### src/rtl/apb_pkg.sv
// Shared types and width helpers for the APB requester and its address decoder.
package apb_pkg;

    typedef enum logic [1:0] {
        RSP_OK      = 2'b00,
        RSP_SLVERR  = 2'b01,
        RSP_DECERR  = 2'b10,
        RSP_TIMEOUT = 2'b11
    } apb_rsp_e;

    typedef enum logic [1:0] {
        ST_IDLE   = 2'b00,
        ST_SETUP  = 2'b01,
        ST_ACCESS = 2'b10,
        ST_RESP   = 2'b11
    } apb_state_e;

    // Completer index width; a single completer still gets one index bit.
    function automatic int idx_w_f(input int num_slv);
        return (num_slv > 32'sd2) ? $clog2(num_slv) : 32'sd1;
    endfunction

    function automatic int strb_w_f(input int data_w);
        return data_w / 32'sd8;
    endfunction

    // Wait counter width; kept at least one bit when the timeout is disabled.
    function automatic int cnt_w_f(input int timeout);
        return (timeout > 32'sd0) ? $clog2(timeout + 32'sd1) : 32'sd1;
    endfunction

endpackage

### src/rtl/apb_addr_decode.sv
// Combinational completer decode: index, one-hot select and decode error.
module apb_addr_decode
    import apb_pkg::*;
#(
    parameter int ADDR_W  = 32,
    parameter int NUM_SLV = 16,
    parameter int SLV_AW  = 12,
    parameter int IDX_W   = idx_w_f(NUM_SLV)
) (
    input  logic [ADDR_W-1:0]  cmd_addr,
    output logic [IDX_W-1:0]   idx,
    output logic [NUM_SLV-1:0] sel,
    output logic               dec_err
);

    logic [ADDR_W-1:0]  upper_s;
    logic [NUM_SLV-1:0] hit_s;

    // An index past the last completer leaves hit_s empty, which flags the error.
    always_comb begin
        idx     = cmd_addr[SLV_AW +: IDX_W];
        upper_s = cmd_addr >> (SLV_AW + IDX_W);
        hit_s   = {NUM_SLV{1'b0}};
        for (int i = 0; i < NUM_SLV; i++) begin
            if (idx == IDX_W'(i)) begin
                hit_s[i] = 1'b1;
            end else begin
                hit_s[i] = 1'b0;
            end
        end
        dec_err = (|upper_s) | ~(|hit_s);
        if (dec_err) begin
            sel = {NUM_SLV{1'b0}};
        end else begin
            sel = hit_s;
        end
    end

endmodule

### src/rtl/apb_requester_chk.sv
// Protocol properties on the requester's APB select/enable outputs and decoder.
module apb_requester_chk #(
    parameter int NUM_SLV = 16,
    parameter int IDX_W   = 4
) (
    input logic               clk,
    input logic               rst_n,
    input logic [NUM_SLV-1:0] psel,
    input logic               penable,
    input logic [NUM_SLV-1:0] dec_sel,
    input logic [IDX_W-1:0]   dec_idx,
    input logic               dec_err
);

    a_psel_onehot: assert property (@(posedge clk) disable iff (!rst_n)
        !$isunknown(psel) && $onehot0(psel));

    a_penable_psel: assert property (@(posedge clk) disable iff (!rst_n)
        penable |-> (|psel));

    a_penable_first: assert property (@(posedge clk) disable iff (!rst_n)
        $rose(|psel) |-> !penable);

    a_dec_sel: assert property (@(posedge clk) disable iff (!rst_n)
        !dec_err |-> (dec_sel == (NUM_SLV'(1) << dec_idx)));

endmodule

### src/rtl/apb_requester.sv
// APB4 requester: one outstanding command/response transfer with decode and timeout.
module apb_requester
    import apb_pkg::*;
#(
    parameter int ADDR_W  = 32,
    parameter int DATA_W  = 32,
    parameter int NUM_SLV = 16,
    parameter int SLV_AW  = 12,
    parameter int TIMEOUT = 255
) (
    input  logic                PCLK,
    input  logic                PRESETn,
    input  logic                cmd_valid,
    output logic                cmd_ready,
    input  logic                cmd_write,
    input  logic [ADDR_W-1:0]   cmd_addr,
    input  logic [DATA_W-1:0]   cmd_wdata,
    input  logic [DATA_W/8-1:0] cmd_strb,
    output logic                rsp_valid,
    input  logic                rsp_ready,
    output logic [DATA_W-1:0]   rsp_rdata,
    output logic [1:0]          rsp_err,
    output logic [ADDR_W-1:0]   PADDR,
    output logic [NUM_SLV-1:0]  PSEL,
    output logic                PENABLE,
    output logic                PWRITE,
    output logic [DATA_W-1:0]   PWDATA,
    output logic [DATA_W/8-1:0] PSTRB,
    input  logic [DATA_W-1:0]   PRDATA,
    input  logic                PREADY,
    input  logic                PSLVERR
);

    localparam int IDX_W  = idx_w_f(NUM_SLV);
    localparam int STRB_W = strb_w_f(DATA_W);
    localparam int CNT_W  = cnt_w_f(TIMEOUT);

    apb_state_e         state_r;
    apb_rsp_e           rsp_err_r;
    logic [NUM_SLV-1:0] psel_r;
    logic               penable_r;
    logic [ADDR_W-1:0]  paddr_r;
    logic               pwrite_r;
    logic [DATA_W-1:0]  pwdata_r;
    logic [STRB_W-1:0]  pstrb_r;
    logic               rsp_valid_r;
    logic [DATA_W-1:0]  rsp_rdata_r;
    logic [CNT_W-1:0]   cnt_r;
    logic [CNT_W-1:0]   cnt_inc_s;
    logic               timeout_hit_s;
    logic [IDX_W-1:0]   dec_idx_s;
    logic [NUM_SLV-1:0] dec_sel_s;
    logic               dec_err_s;

    apb_addr_decode #(
        .ADDR_W  (ADDR_W),
        .NUM_SLV (NUM_SLV),
        .SLV_AW  (SLV_AW),
        .IDX_W   (IDX_W)
    ) u_decode (
        .cmd_addr (cmd_addr),
        .idx      (dec_idx_s),
        .sel      (dec_sel_s),
        .dec_err  (dec_err_s)
    );

    apb_requester_chk #(
        .NUM_SLV (NUM_SLV),
        .IDX_W   (IDX_W)
    ) u_chk (
        .clk     (PCLK),
        .rst_n   (PRESETn),
        .psel    (psel_r),
        .penable (penable_r),
        .dec_sel (dec_sel_s),
        .dec_idx (dec_idx_s),
        .dec_err (dec_err_s)
    );

    // Saturating wait count and the abort condition for a hung completer.
    always_comb begin
        if (cnt_r != {CNT_W{1'b1}}) begin
            cnt_inc_s = cnt_r + CNT_W'(1);
        end else begin
            cnt_inc_s = cnt_r;
        end
        timeout_hit_s = (TIMEOUT != 32'sd0) && (cnt_inc_s == CNT_W'(TIMEOUT));
    end

    // Transfer FSM with the command register and all registered outputs.
    always_ff @(posedge PCLK or negedge PRESETn) begin
        if (!PRESETn) begin
            state_r     <= ST_IDLE;
            psel_r      <= {NUM_SLV{1'b0}};
            penable_r   <= 1'b0;
            paddr_r     <= {ADDR_W{1'b0}};
            pwrite_r    <= 1'b0;
            pwdata_r    <= {DATA_W{1'b0}};
            pstrb_r     <= {STRB_W{1'b0}};
            rsp_valid_r <= 1'b0;
            rsp_rdata_r <= {DATA_W{1'b0}};
            rsp_err_r   <= RSP_OK;
            cnt_r       <= {CNT_W{1'b0}};
        end else begin
            case (state_r)
                ST_IDLE: begin
                    if (cmd_valid && dec_err_s) begin
                        state_r     <= ST_RESP;
                        rsp_valid_r <= 1'b1;
                        rsp_rdata_r <= {DATA_W{1'b0}};
                        rsp_err_r   <= RSP_DECERR;
                    end else if (cmd_valid) begin
                        state_r  <= ST_SETUP;
                        psel_r   <= dec_sel_s;
                        paddr_r  <= cmd_addr;
                        pwrite_r <= cmd_write;
                        pwdata_r <= cmd_wdata;
                        pstrb_r  <= cmd_write ? cmd_strb : {STRB_W{1'b0}};
                        cnt_r    <= {CNT_W{1'b0}};
                    end else begin
                        state_r <= ST_IDLE;
                    end
                end
                ST_SETUP: begin
                    penable_r <= 1'b1;
                    state_r   <= ST_ACCESS;
                end
                ST_ACCESS: begin
                    if (PREADY) begin
                        state_r     <= ST_RESP;
                        psel_r      <= {NUM_SLV{1'b0}};
                        penable_r   <= 1'b0;
                        rsp_valid_r <= 1'b1;
                        rsp_rdata_r <= pwrite_r ? {DATA_W{1'b0}} : PRDATA;
                        rsp_err_r   <= PSLVERR ? RSP_SLVERR : RSP_OK;
                    end else if (timeout_hit_s) begin
                        state_r     <= ST_RESP;
                        psel_r      <= {NUM_SLV{1'b0}};
                        penable_r   <= 1'b0;
                        rsp_valid_r <= 1'b1;
                        rsp_rdata_r <= {DATA_W{1'b0}};
                        rsp_err_r   <= RSP_TIMEOUT;
                        cnt_r       <= cnt_inc_s;
                    end else begin
                        cnt_r <= cnt_inc_s;
                    end
                end
                ST_RESP: begin
                    if (rsp_ready) begin
                        state_r     <= ST_IDLE;
                        rsp_valid_r <= 1'b0;
                    end else begin
                        state_r <= ST_RESP;
                    end
                end
                default: begin
                    state_r     <= ST_IDLE;
                    psel_r      <= {NUM_SLV{1'b0}};
                    penable_r   <= 1'b0;
                    rsp_valid_r <= 1'b0;
                end
            endcase
        end
    end

    assign cmd_ready = (state_r == ST_IDLE) && PRESETn;
    assign rsp_valid = rsp_valid_r;
    assign rsp_rdata = rsp_rdata_r;
    assign rsp_err   = rsp_err_r;
    assign PADDR     = paddr_r;
    assign PSEL      = psel_r;
    assign PENABLE   = penable_r;
    assign PWRITE    = pwrite_r;
    assign PWDATA    = pwdata_r;
    assign PSTRB     = pstrb_r;

endmodule
### config.mk
export PLATFORM = sky130hd
export DESIGN_NAME = apb_requester
export DESIGN_NICKNAME = d
export VERILOG_FILES = /design/src/rtl/apb_pkg.sv /design/src/rtl/apb_addr_decode.sv /design/src/rtl/apb_requester_chk.sv /design/src/rtl/apb_requester.sv
export SDC_FILE = /design/constraint.sdc
export NUM_CORES = 1
export LEC_CHECK = 0
export CAP_MARGIN = 15
export CORE_MARGIN = 2
export CORE_UTILIZATION = 25
export DETAILED_ROUTE_END_ITERATION = 7
export GPL_TIMING_DRIVEN = 0
export PLACE_DENSITY = 0.6
export SLEW_MARGIN = 20
export SYNTH_ARGS = -nofsm -noshare
export SYNTH_HDL_FRONTEND = slang
export SYNTH_HIERARCHICAL = 1
export SYNTH_SLANG_ARGS = --single-unit
export TNS_END_PERCENT = 20
### constraint.sdc
create_clock -name PCLK -period 5.83 [get_ports PCLK]
set_input_delay 1.166 -clock PCLK [delete_from_list [all_inputs] [get_ports PCLK]]
set_output_delay 1.166 -clock PCLK [all_outputs]
set_load 0.01 [all_outputs]
==> flow_metrics.py <==
metrics = {
    "clock_tree": {
        "clock-root-buffer": "sky130_fd_sc_hd__clkbuf_16",
        "cts.path.max_buffers": 2,
        "insertion_delay_ns": 0.41,
        "postCtsResizedCells": 0,
        "post_cts.repair.setup_buffers": 0,
        "tritoncts": "built",
        "cts_hold_buf": 0,
        "cts_made_buffers": 17,
        "worst_setup_hold_path_clk_slew_ns": 0.07,
        "cts_htree_levels": 4,
        "clock_sink_count": 131,
    },
    "finish": {
        "p_r_area_growth_vs_syn_pct": 56.6,
        "finish.utilization_pct": 39.4,
        "most_common_library_cell_in_the_layout_ignoring_fill_and_taps": "sky130_fd_sc_hd__clkdlybuf4s50_1",
        "antennaDiodeCount": 0,
        "layout.nets": 854,
        "final_cell_mix": "227 x sky130_fd_sc_hd__clkdlybuf4s50_1, 131 x sky130_fd_sc_hd__dfrtp_1, 65 x sky130_fd_sc_hd__mux2_2",
        "drive_gt1_share_pct": 18.6,
        "finished_layout_cells": 1077,
    },
    "synthesis": {
        "yosysWarnings": 6,
        "synth_area_per_cell_um2": 11.8,
        "synthesis.instances": 498,
        "synth_fp_nets": 606,
        "netlist_area_um2": 5860,
    },
    "timing": {
        "rsz0062_at_grt": "no",
        "post-route-period-util_pct": 72.1,
        "crit_path_setup_slack_layout_ns": 1.62,
        "fmax_ghz": 0.238,
        "maxSlewViolCount": 0,
        "timing.max_slew.rel_slack_pct": 53.0,
        "final.min_clock_period_ns": 4.21,
        "worst_clock_skew_ns": 0.0147,
        "setup_violating_endpoint_count_in_the_final_report": 0,
        "timing_worst_slew_pin_value_ns": 0.704,
        "fin_setup_tns_ns": 0,
        "final-hold-violation-count": 0,
    },
    "global_route": {
        "grt_start_max_net_pins": 70,
        "first_global_vias": 4979,
        "grt_pass1_wl_um": 26900,
        "grt.overflow.total": 0,
        "globalRouteTotalUtil_pct": 14.1,
        "number_of_antenna_violations_at_the_first_check_in_global_routing": 0,
    },
    "pwr": {
        "power.leakage_nw": 3.98,
        "seqPwrFrac_pct": 35.2,
        "p_sw_share_pct": 32.2,
        "post-layout-total-power_w": 0.00330,
        "cell_internal_pwr_w": 0.00223,
        "net_switching_power_figure_w": 0.00106,
        "combinationalPowerShare_pct": 31.0,
        "cellPowerDensity_nw_per_um2": 359,
        "max-vdd-ir-drop_mv": 0.164,
        "clockPowerShare_pct": 33.8,
    },
    "critical_path": {
        "reg2reg_depth": 6,
        "critical_path_source_type": "input pin",
        "timing.critical_path.mode_cell": "sky130_fd_sc_hd__clkbuf_1",
        "crit_path_cell_trace": "clkdlybuf4s50_1, nor4_2, nand4_2, buf_6, nand2b_1, nor3_2, clkbuf_1, clkbuf_1, nand3_1, o21ai_0",
        "r2r-start": "state_r[0]",
        "path_class": "input pin to register",
        "path_max_fanout": 12,
        "arrival_ns": 4.53,
        "critical_path.slowest_cell": "sky130_fd_sc_hd__clkbuf_1",
        "critical-path-max-stage-delay_ns": 0.55,
        "worstSetupEndpointType": "register",
        "register_to_register_path_setup_slack_ns": 3.25,
        "cp_data_required_time_ns": 6.15,
        "worst_r2r_endpoint": "PSTRB[0]",
    },
    "hold_path": {
        "hold_end": "PWDATA[16]",
        "hold_start": "PWDATA[16]",
        "hold_depth": 1,
        "worst_hold_path_type": "register to register",
    },
    "floorplan": {
        "top_level_ports": 229,
        "core_area_um2": 23300,
        "core.rowCount": 56,
        "floorplan.die.height_um": 157,
        "floorplan.die.width_um": 157,
        "dieArea_um2": 24700,
        "effective_utilization_at_floorplan_pct": 25.2,
    },
    "drt": {
        "initial_drt_markers": 224,
        "detail_route.vias_per_cell": 4.39,
        "detail_route.wl_per_cell_um": 15.9,
        "dr_total_vias": 4724,
        "drc_errors": 0,
        "drt_first_pass_iters": 4,
        "wl_um": 17100,
        "postRouteAntennaNets": 0,
    },
    "placement": {
        "place.detailed.hpwl_um": 12500,
        "routabilityCongestion": 0.786,
        "detailedPlace.worstSlack_ns": 1.06,
        "placed_cells_incl_taps": 1046,
        "numPortBuffers": 228,
    },
    "flow_run": {
        "number_of_max_cap_violations": 0,
    },
    "status": {
        "outcome": "complete, no violations",
    },
}
how the worst max path moves through the flow:
| stage | start | to | slack (ns) | depth (start not counted) |
|---|---|---|---|---|
| 4_1_cts | cmd_addr[28] | PSTRB[0] | 1.46 | 10 |
| 5_1_grt | cmd_addr[27] | PSTRB[0] | 1.26 | 10 |
| 2_1_floorplan | cmd_addr[17] | PSEL[10] | 2.63 | 9 |
| 6_report | cmd_addr[27] | PSTRB[0] | 1.62 | 10 |
| 3_3_place_gp | PRESETn | cmd_ready | -2.92 | 3 |
| 3_5_place_dp | cmd_addr[28] | PSTRB[0] | 1.06 | 10 |
per-layer routing:
metal | GRT usage [%] | up-vias | wire [µm]
met5 | 0 | - | 0
met4 | 3.46 | 0 | 193
met3 | 5.62 | 12 | 1260
met2 | 23.5 | 137 | 8290
met1 | 17.1 | 2296 | 7350
li1 | - | 2279 | -
power by group through the flow:
stage	clock network [W]	logic [W]	registers [W]
floorplan	0	0.000480	0.00123
global placement	0	0.00102	0.00117
detailed placement	0	0.00104	0.00118
CTS	0.00115	0.00104	0.00116
global route	0.00119	0.00113	0.00119
finish	0.00111	0.00102	0.00116
final cells by class:
cell class / instances / area [µm²]
Clock buffer: 17 / 425
Timing Repair Buffer: 229 / 2310
Tap cell: 319 / 399
Sequential cell: 131 / 3280
Inverter: 58 / 218
Clock inverter: 14 / 176
Multi-Input combinational cell: 280 / 2220
Fill cell: 2308 / 14100
Buffer: 29 / 148
through the flow:
| stage | cell area [µm²] | hold slack, ns |
|---|---|---|
| floorplan | 5860 | 0.525 |
| global placement | 8540 | 0.488 |
| detailed placement | 8570 | 0.495 |
| CTS | 9180 | 0.509 |
| global route | 9180 | 0.514 |
| finish | 9180 | 0.505 |
worst max-delay path, delay by kind of cell:
family | cells | cell delay (ns)
AO/OA/AOI/OAI | 1 | 0.13
buffers and inverters | 4 | 1.70
AND/OR/NAND/NOR | 5 | 1.52
sequential cells by signal, indices dropped and copies added (netlist names):
register,cells
PWRITE,1
rsp_err,2
cnt_r,8
PENABLE,1
rsp_rdata,32
PADDR,32
PSTRB,4
PSEL,16
rsp_valid,1
PWDATA,32
state_r,2
(Power assumes the default switching activity.)
